==> src/rtl/mux_sel_arbiter.sv <==
// mux_sel_arbiter: two-input round-robin arbiter that drives the select line of
// the downstream 2:1 mux and registers the chosen beat into a single-entry
// valid/ready output stage.
//
// Optional build macro: MUX_SEL_ARB_STATS_EN
//   When defined, per-input grant counters (a_grant_cnt, b_grant_cnt, CNT_W bits,
//   wrapping) and a synchronous clear input (stats_clr) are added.
//   When undefined, those ports and counters do not exist.
module mux_sel_arbiter #(
    parameter int W     = 8,
    parameter int CNT_W = 16
) (
    input  logic             clk,
    input  logic             rst,
    input  logic             a_valid,
    input  logic [W-1:0]     a_data,
    output logic             a_ready,
    input  logic             b_valid,
    input  logic [W-1:0]     b_data,
    output logic             b_ready,
    output logic             sel,
    output logic             out_valid,
    output logic [W-1:0]     out_data,
    output logic             out_src,
`ifdef MUX_SEL_ARB_STATS_EN
    input  logic             stats_clr,
    output logic [CNT_W-1:0] a_grant_cnt,
    output logic [CNT_W-1:0] b_grant_cnt,
`endif
    input  logic             out_ready
);

    // Output stage occupancy: EMPTY means no beat held, FULL means out_valid.
    typedef enum logic [0:0] {
        ST_EMPTY = 1'b0,
        ST_FULL  = 1'b1
    } state_t;

    state_t         state_r;
    state_t         state_nxt_s;
    logic           last_grant_r;
    logic [W-1:0]   out_data_r;
    logic           out_src_r;
    logic           sel_s;
    logic           accept_s;
    logic           xfer_a_s;
    logic           xfer_b_s;
    logic           xfer_s;

    // Round-robin decision: lone requester wins, contention alternates against
    // the last winner, and an idle cycle holds the select steady.
    function automatic logic grant_sel(input logic av, input logic bv, input logic last);
        logic g;
        case ({av, bv})
            2'b10:   g = 1'b0;
            2'b01:   g = 1'b1;
            2'b11:   g = ~last;
            default: g = last;
        endcase
        return g;
    endfunction

    // Grant, accept and handshake decode; no handshake is offered while in reset.
    always_comb begin
        sel_s    = grant_sel(a_valid, b_valid, last_grant_r);
        accept_s = (state_r == ST_EMPTY) || out_ready;
        if (rst) begin
            xfer_a_s = 1'b0;
            xfer_b_s = 1'b0;
        end else begin
            xfer_a_s = accept_s && a_valid && (sel_s == 1'b0);
            xfer_b_s = accept_s && b_valid && (sel_s == 1'b1);
        end
        xfer_s = xfer_a_s || xfer_b_s;
    end

    // State register for the output-stage FSM.
    always_ff @(posedge clk or posedge rst) begin
        if (rst) begin
            state_r <= ST_EMPTY;
        end else begin
            state_r <= state_nxt_s;
        end
    end

    // Next-state logic: a transfer always lands a beat; a drain with no refill empties.
    always_comb begin
        state_nxt_s = state_r;
        case (state_r)
            ST_EMPTY: begin
                if (xfer_s) begin
                    state_nxt_s = ST_FULL;
                end else begin
                    state_nxt_s = ST_EMPTY;
                end
            end
            ST_FULL: begin
                if (!out_ready) begin
                    state_nxt_s = ST_FULL;
                end else if (xfer_s) begin
                    state_nxt_s = ST_FULL;
                end else begin
                    state_nxt_s = ST_EMPTY;
                end
            end
            default: state_nxt_s = ST_EMPTY;
        endcase
    end

    // Output decode: out_valid comes straight from the state flop.
    always_comb begin
        out_valid = (state_r == ST_FULL);
        a_ready   = xfer_a_s;
        b_ready   = xfer_b_s;
        sel       = sel_s;
        out_data  = out_data_r;
        out_src   = out_src_r;
    end

    // Payload, source tag and round-robin pointer capture on each transfer.
    always_ff @(posedge clk or posedge rst) begin
        if (rst) begin
            out_data_r   <= {W{1'b0}};
            out_src_r    <= 1'b0;
            last_grant_r <= 1'b1;
        end else if (xfer_s) begin
            out_data_r   <= sel_s ? b_data : a_data;
            out_src_r    <= sel_s;
            last_grant_r <= sel_s;
        end else begin
            out_data_r   <= out_data_r;
            out_src_r    <= out_src_r;
            last_grant_r <= last_grant_r;
        end
    end

`ifdef MUX_SEL_ARB_STATS_EN
    logic [CNT_W-1:0] a_cnt_r;
    logic [CNT_W-1:0] b_cnt_r;

    // Grant counters: clear wins over increment; increments wrap naturally.
    always_ff @(posedge clk or posedge rst) begin
        if (rst) begin
            a_cnt_r <= {CNT_W{1'b0}};
            b_cnt_r <= {CNT_W{1'b0}};
        end else if (stats_clr) begin
            a_cnt_r <= {CNT_W{1'b0}};
            b_cnt_r <= {CNT_W{1'b0}};
        end else begin
            a_cnt_r <= a_cnt_r + {{(CNT_W-1){1'b0}}, xfer_a_s};
            b_cnt_r <= b_cnt_r + {{(CNT_W-1){1'b0}}, xfer_b_s};
        end
    end

    // Counter outputs are taken directly from their registers.
    always_comb begin
        a_grant_cnt = a_cnt_r;
        b_grant_cnt = b_cnt_r;
    end
`endif

endmodule

==> config.mk <==
export PLATFORM = sky130hd
export DESIGN_NAME = mux_sel_arbiter
export DESIGN_NICKNAME = d
export VERILOG_FILES = /design/src/rtl/mux_sel_arbiter.sv
export SDC_FILE = /design/constraint.sdc
export NUM_CORES = 1
export LEC_CHECK = 0
export CORE_MARGIN = 2
export CORE_UTILIZATION = 40
export CTS_CLUSTER_SIZE = 10
export DETAILED_ROUTE_END_ITERATION = 12
export GPL_ROUTABILITY_DRIVEN = 0
export PLACE_DENSITY_LB_ADDON = 0.12
export SLEW_MARGIN = 10
export SYNTH_ARGS = -nofsm -noshare
export SYNTH_HDL_FRONTEND = slang
export SYNTH_SLANG_ARGS = --single-unit
==> constraint.sdc <==
create_clock -name clk -period 4.7 [get_ports clk]
set_clock_uncertainty 0.2 [all_clocks]
set_input_delay 0.705 -clock clk [delete_from_list [all_inputs] [get_ports clk]]
set_output_delay 0.705 -clock clk [all_outputs]
set_load 0.1 [all_outputs]
---- Yosys cells after proc, flatten, opt, wreduce, memory -nomap -nowiden ----
Cells that the tools add are included.
storage, ports and cells
  register bits ........................... 11
  input port bits ......................... 21
  output and inout bits ................... 13
operators by class
  equality and inequality tests ........... 3
  mux-type cells .......................... 7
  bitwise gates (word level) .............. 3
  reductions and logical operators ........ 6
operators by type and width
  operator              count
  $mux W8               1
  $eq A2 B2 Y1 const B  2
  $logic_and A1 B1 Y1   4
  $mux W1               4
  $not A1 Y1            3
  $pmux W1 S3           1
  $eq A2 B1 Y1 const B  1
  $logic_or A1 B1 Y1    2
  $pmux W1 S2           1

---- Logic depth before layout (Yosys ltp) ----
  word-level depth ........................ 9
  depth in mapped cells ................... 5
  mapped depth without buffers ............ 3

---- Least setup slack after synthesis ----
No wires, ideal clock.
  kind .................................... register -> output
  from .................................... reg state_r, in the netlist out_valid
  to ...................................... out b_ready
  data arrival time ....................... 2801 ps
  path slack .............................. 994 ps
  stages on the path, launching flop included .. 5
  cell sequence ........................... dfrtp_1 > nand2b_1 > buf_2 > nand3_1 > a21oi_1
on the way
  cells in the longest elaborated chain, start to end .. 5
RTL lines
  item                              RTL line  source
  start, declared                   39        state_t state_r;
  start signal, assigned            82        state_r <= state_nxt_s;
  $not A1 Y1                        n/a
  $logic_or A1 B1 Y1                66        accept_s = (state_r == ST_EMPTY) || out_ready;
  $logic_and A1 B1 Y1 (2 in a row)  72        xfer_b_s = accept_s && b_valid && (sel_s == 1'b1);
  $mux W1                           67        if (rst) begin
  end, declared                     20        output logic b_ready,
Every way passes these cells.

---- Worst setup path in the final report ----
  from .................................... in rst
  to ...................................... out b_ready
on the way
  cells in the longest elaborated chain, start to end .. 1
RTL lines
  item             RTL line  source
  start, declared  14        input logic rst,
  $mux W1          67
Every way passes these cells.

==> results by group <==
Logic synthesis
  • XOR/XNOR share of the synthesized area: 0%
  • Ys Warns: 0
  • Area share of fa/ha/maj cells after synthesis: 0%
  • Synth Area in Compound Gates: 33.7%
  • Async set-reset flop share out of synthesis: 100%
  • EDFF count, synth: 0
  • Syn Std Cell Area: 653 um2
  • Number of synthesized register bits: 11
  • Synth cell types: 20
  • Synth Net Count: 88
  • Yosys top cell by area: dfrtp_1
  • Post-Synth Simple-Gate Area: 16.9%
  • Seq/Total Area, Yosys: 42.3%
  • Synth Flop Type: dfrtp_1
  • Synth area leaders: dfrtp_1 (38%), a31oi_2 (15%), a31oi_1 (8.6%), nand3_1 (6.9%), o21ai_0 (6.9%)
  • Cell count after synthesis: 67
  • Post-synth top area share: 38.3%
  • Mux cell area share after synthesis: 0%
  • Largest family of logic cells by synthesized area: compound AO/OA/AOI/OAI gates
  • Syn Area/Cell: 9.75 um2

Clock tree
  • Clock tree sinks: 11
  • Postcts setup bufs: 0
  • Clk_lat worst skew: 0.26 ns
  • Post-CTS Resized: 0
  • Clk slew on worst S/H paths: 0.07 ns
  • H-Tree Depth: 1
  • CTS tree: yes
  • Clock buffer depth: 2
  • Hold_buf cts: 0
  • Total CTS buffers: 3
  • Root buf cell: clkbuf_4

Route
  • DR vias/cell: 5.87
  • Final WL: 1670 um
  • Initial drt markers: 5
  • WL per Instance: 14.6 um
  • DRC Markers: 0
  • DRT Pass-1 Iters: 4
  • Routed via count: 669
  • Remaining antenna violation count: 0

Critical path
  • CP Data Required Time: 3.80 ns
  • Critical path class: input pin to primary output
  • Setup slack, reg-to-reg: 3.02 ns
  • Setup crit end kind: primary output
  • CP Max Fanout: 24
  • Max stage delay cell, worst path: inv_1
  • Critical Path AT: 2.33 ns
  • Cells along the critical path: clkdlybuf4s50_1 > inv_1 > nand3_1 > a21oi_1 > buf_4
  • Max incr delay on CP: 0.54 ns
  • CP Launch Type: input pin

GRT
  • Total track usage: 19.6%
  • Largest net degree at the start of global routing: 25
  • First-pass GRT wire length: 2820 um
  • Gr ovfl total: 0
  • Initial antenna violation count: 0
  • Vias in the first global route: 657

Floorplan
  • Core footprint: 0.00152 mm2
  • IO Pins: 34
  • Initial Util: 42.9%
  • Site Rows: 14
  • Die Y: 44.4 um
  • Die X: 44.4 um
  • Die area: 0.00197 mm2

Place
  • Post-DP HPWL: 1170 um
  • Inst Count DP: 110
  • Area after DPL: 957 um2
  • IO buf count: 33
  • Post-place setup slack: 1.45 ns

Pwr
  • Pwr dens: 510 mW/mm2
  • Max rail drop VDD: 298 uV
  • Leakage power: 0.369 nW

Finish
  • Layout cell share with drive strength beyond 1: 16.3%
  • Nets: 120
  • # fillers: 132
  • Antenna Cells: 0
  • Non-Filler Instances: 114
  • Area grow syn2layout: 50.6%
  • Final Cell Area: 983 um2

STA
  • Final min period: 3.24 ns
  • Relative slew slack: 34.8%
  • Worst-Margin Slew: 0.976 ns
  • Max Freq: 0.309 GHz
  • WHS: 0.316 ns
  • Setup WS post-layout: 1.46 ns
  • Final worst-path cycle share: 68.8%
  • Setup tns final: 0 ns
  • Hold Violations, Final: 0
  • Unrepaired setup endpoints after global routing: no
  • Fin. max-slew vios: 0
  • Final setup violation count: 0

Worst hold path
  • Hold Path Class: flop to flop

Run status
  • Status: complete, no violations

Job
  • Max cap viols: 0
==> metal layers <==
metal / GRT usage (%) / routed length [um] / vias to the layer above
met5: 0 / 0 / -
met4: 7.27 / 21 / 0
met3: 4.08 / 84 / 4
met2: 33.8 / 852 / 22
met1: 23.8 / 709 / 324
li1: - / - / 319
==> sequential cells by signal, indices dropped and copies added, names as in the netlist <==
name / cells
last_grant_r: 1
out_data: 8
out_src: 1
out_valid: 1
==> final timing paths <==
| path | startpoint | to | depth (start not counted) |
|---|---|---|---|
| setup / recovery | rst | b_ready | 5 |
| hold / removal | out_src$_DFFE_PP0P_ | out_src$_DFFE_PP0P_ | 2 |
| setup reg to reg | last_grant_r$_DFFE_PP1P_ | out_data[6]$_DFFE_PP0P_ | 3 |
| hold reg to reg | out_src$_DFFE_PP0P_ | out_src$_DFFE_PP0P_ | 2 |
| max in group asynchronous | rst | out_data[4]$_DFFE_PP0P_ | 2 |
| min in group asynchronous | rst | out_data[2]$_DFFE_PP0P_ | 2 |
==> kinds of logic (layout without fill, tap and decap cells) <==
| family | count (synthesis) | after routing |
|---|---|---|
| AO/OA/AOI/OAI | 29 | 29 |
| AND/OR/NAND/NOR | 19 | 19 |
| flip-flops | 11 | 11 |
| buffers and inverters | 8 | 39 |
==> report_power, final <==
group / switching [W] / internal (W)
clock: 0.0000321 / 0.0000328
sequential: 0.0000130 / 0.000118
combinational: 0.000227 / 0.0000788
==> layout make-up <==
type                       instances  area [um2]  share of cell area [%]
clock buffer                       4        26.3                    2.67
inverter                           2        7.51                   0.763
timing repair buffer              33         323                    32.8
tap                               16        20.0                    2.04
multi-input combinational         48         330                    33.6
sequential                        11         277                    28.1
==> cells in the final DEF, fill, tap and decap left out, drive strengths merged <==
| master | netlist | routed |
|---|---|---|
| a21oi | 2 | 2 |
| a31oi | 17 | 17 |
| a41oi | 1 | 1 |
| and3 | 1 | 1 |
| and4 | 1 | 1 |
| buf | 4 | 3 |
| clkbuf | 2 | 4 |
| clkdlybuf4s50 | 0 | 30 |
| dfrtp | 10 | 10 |
| dfstp | 1 | 1 |
| inv | 2 | 2 |
| nand2 | 1 | 1 |
| nand2b | 3 | 3 |
| nand3 | 9 | 9 |
| nor2 | 1 | 1 |
| nor2b | 2 | 2 |
| o21ai | 9 | 9 |
| or2 | 1 | 1 |
==> through the flow <==
stage                     util (%)  power, W
after detailed placement      62.8  0.000440
after global placement        62.8  0.000436
after global routing          64.5  0.000523
after CTS                     64.5  0.000504
after floorplan                  -  0.000366
final                         64.5  0.000502
==> worst max-delay path, delay by kind of cell <==
kind	cells	cell delay (ns)
AO/OA/AOI/OAI	1	0.16
buffers and inverters	3	1.26
AND/OR/NAND/NOR	1	0.20
==> cell usage after synthesis, types with 2 or more instances <==
master    number
inv_1          2
a31oi_2        8
a21oi_1        2
nand3_1        9
clkbuf_1       2
a31oi_1        9
nor2b_1        2
nand2b_1       3
o21ai_0        9
buf_6          2
dfrtp_1       10
(Power assumes the default switching activity.)
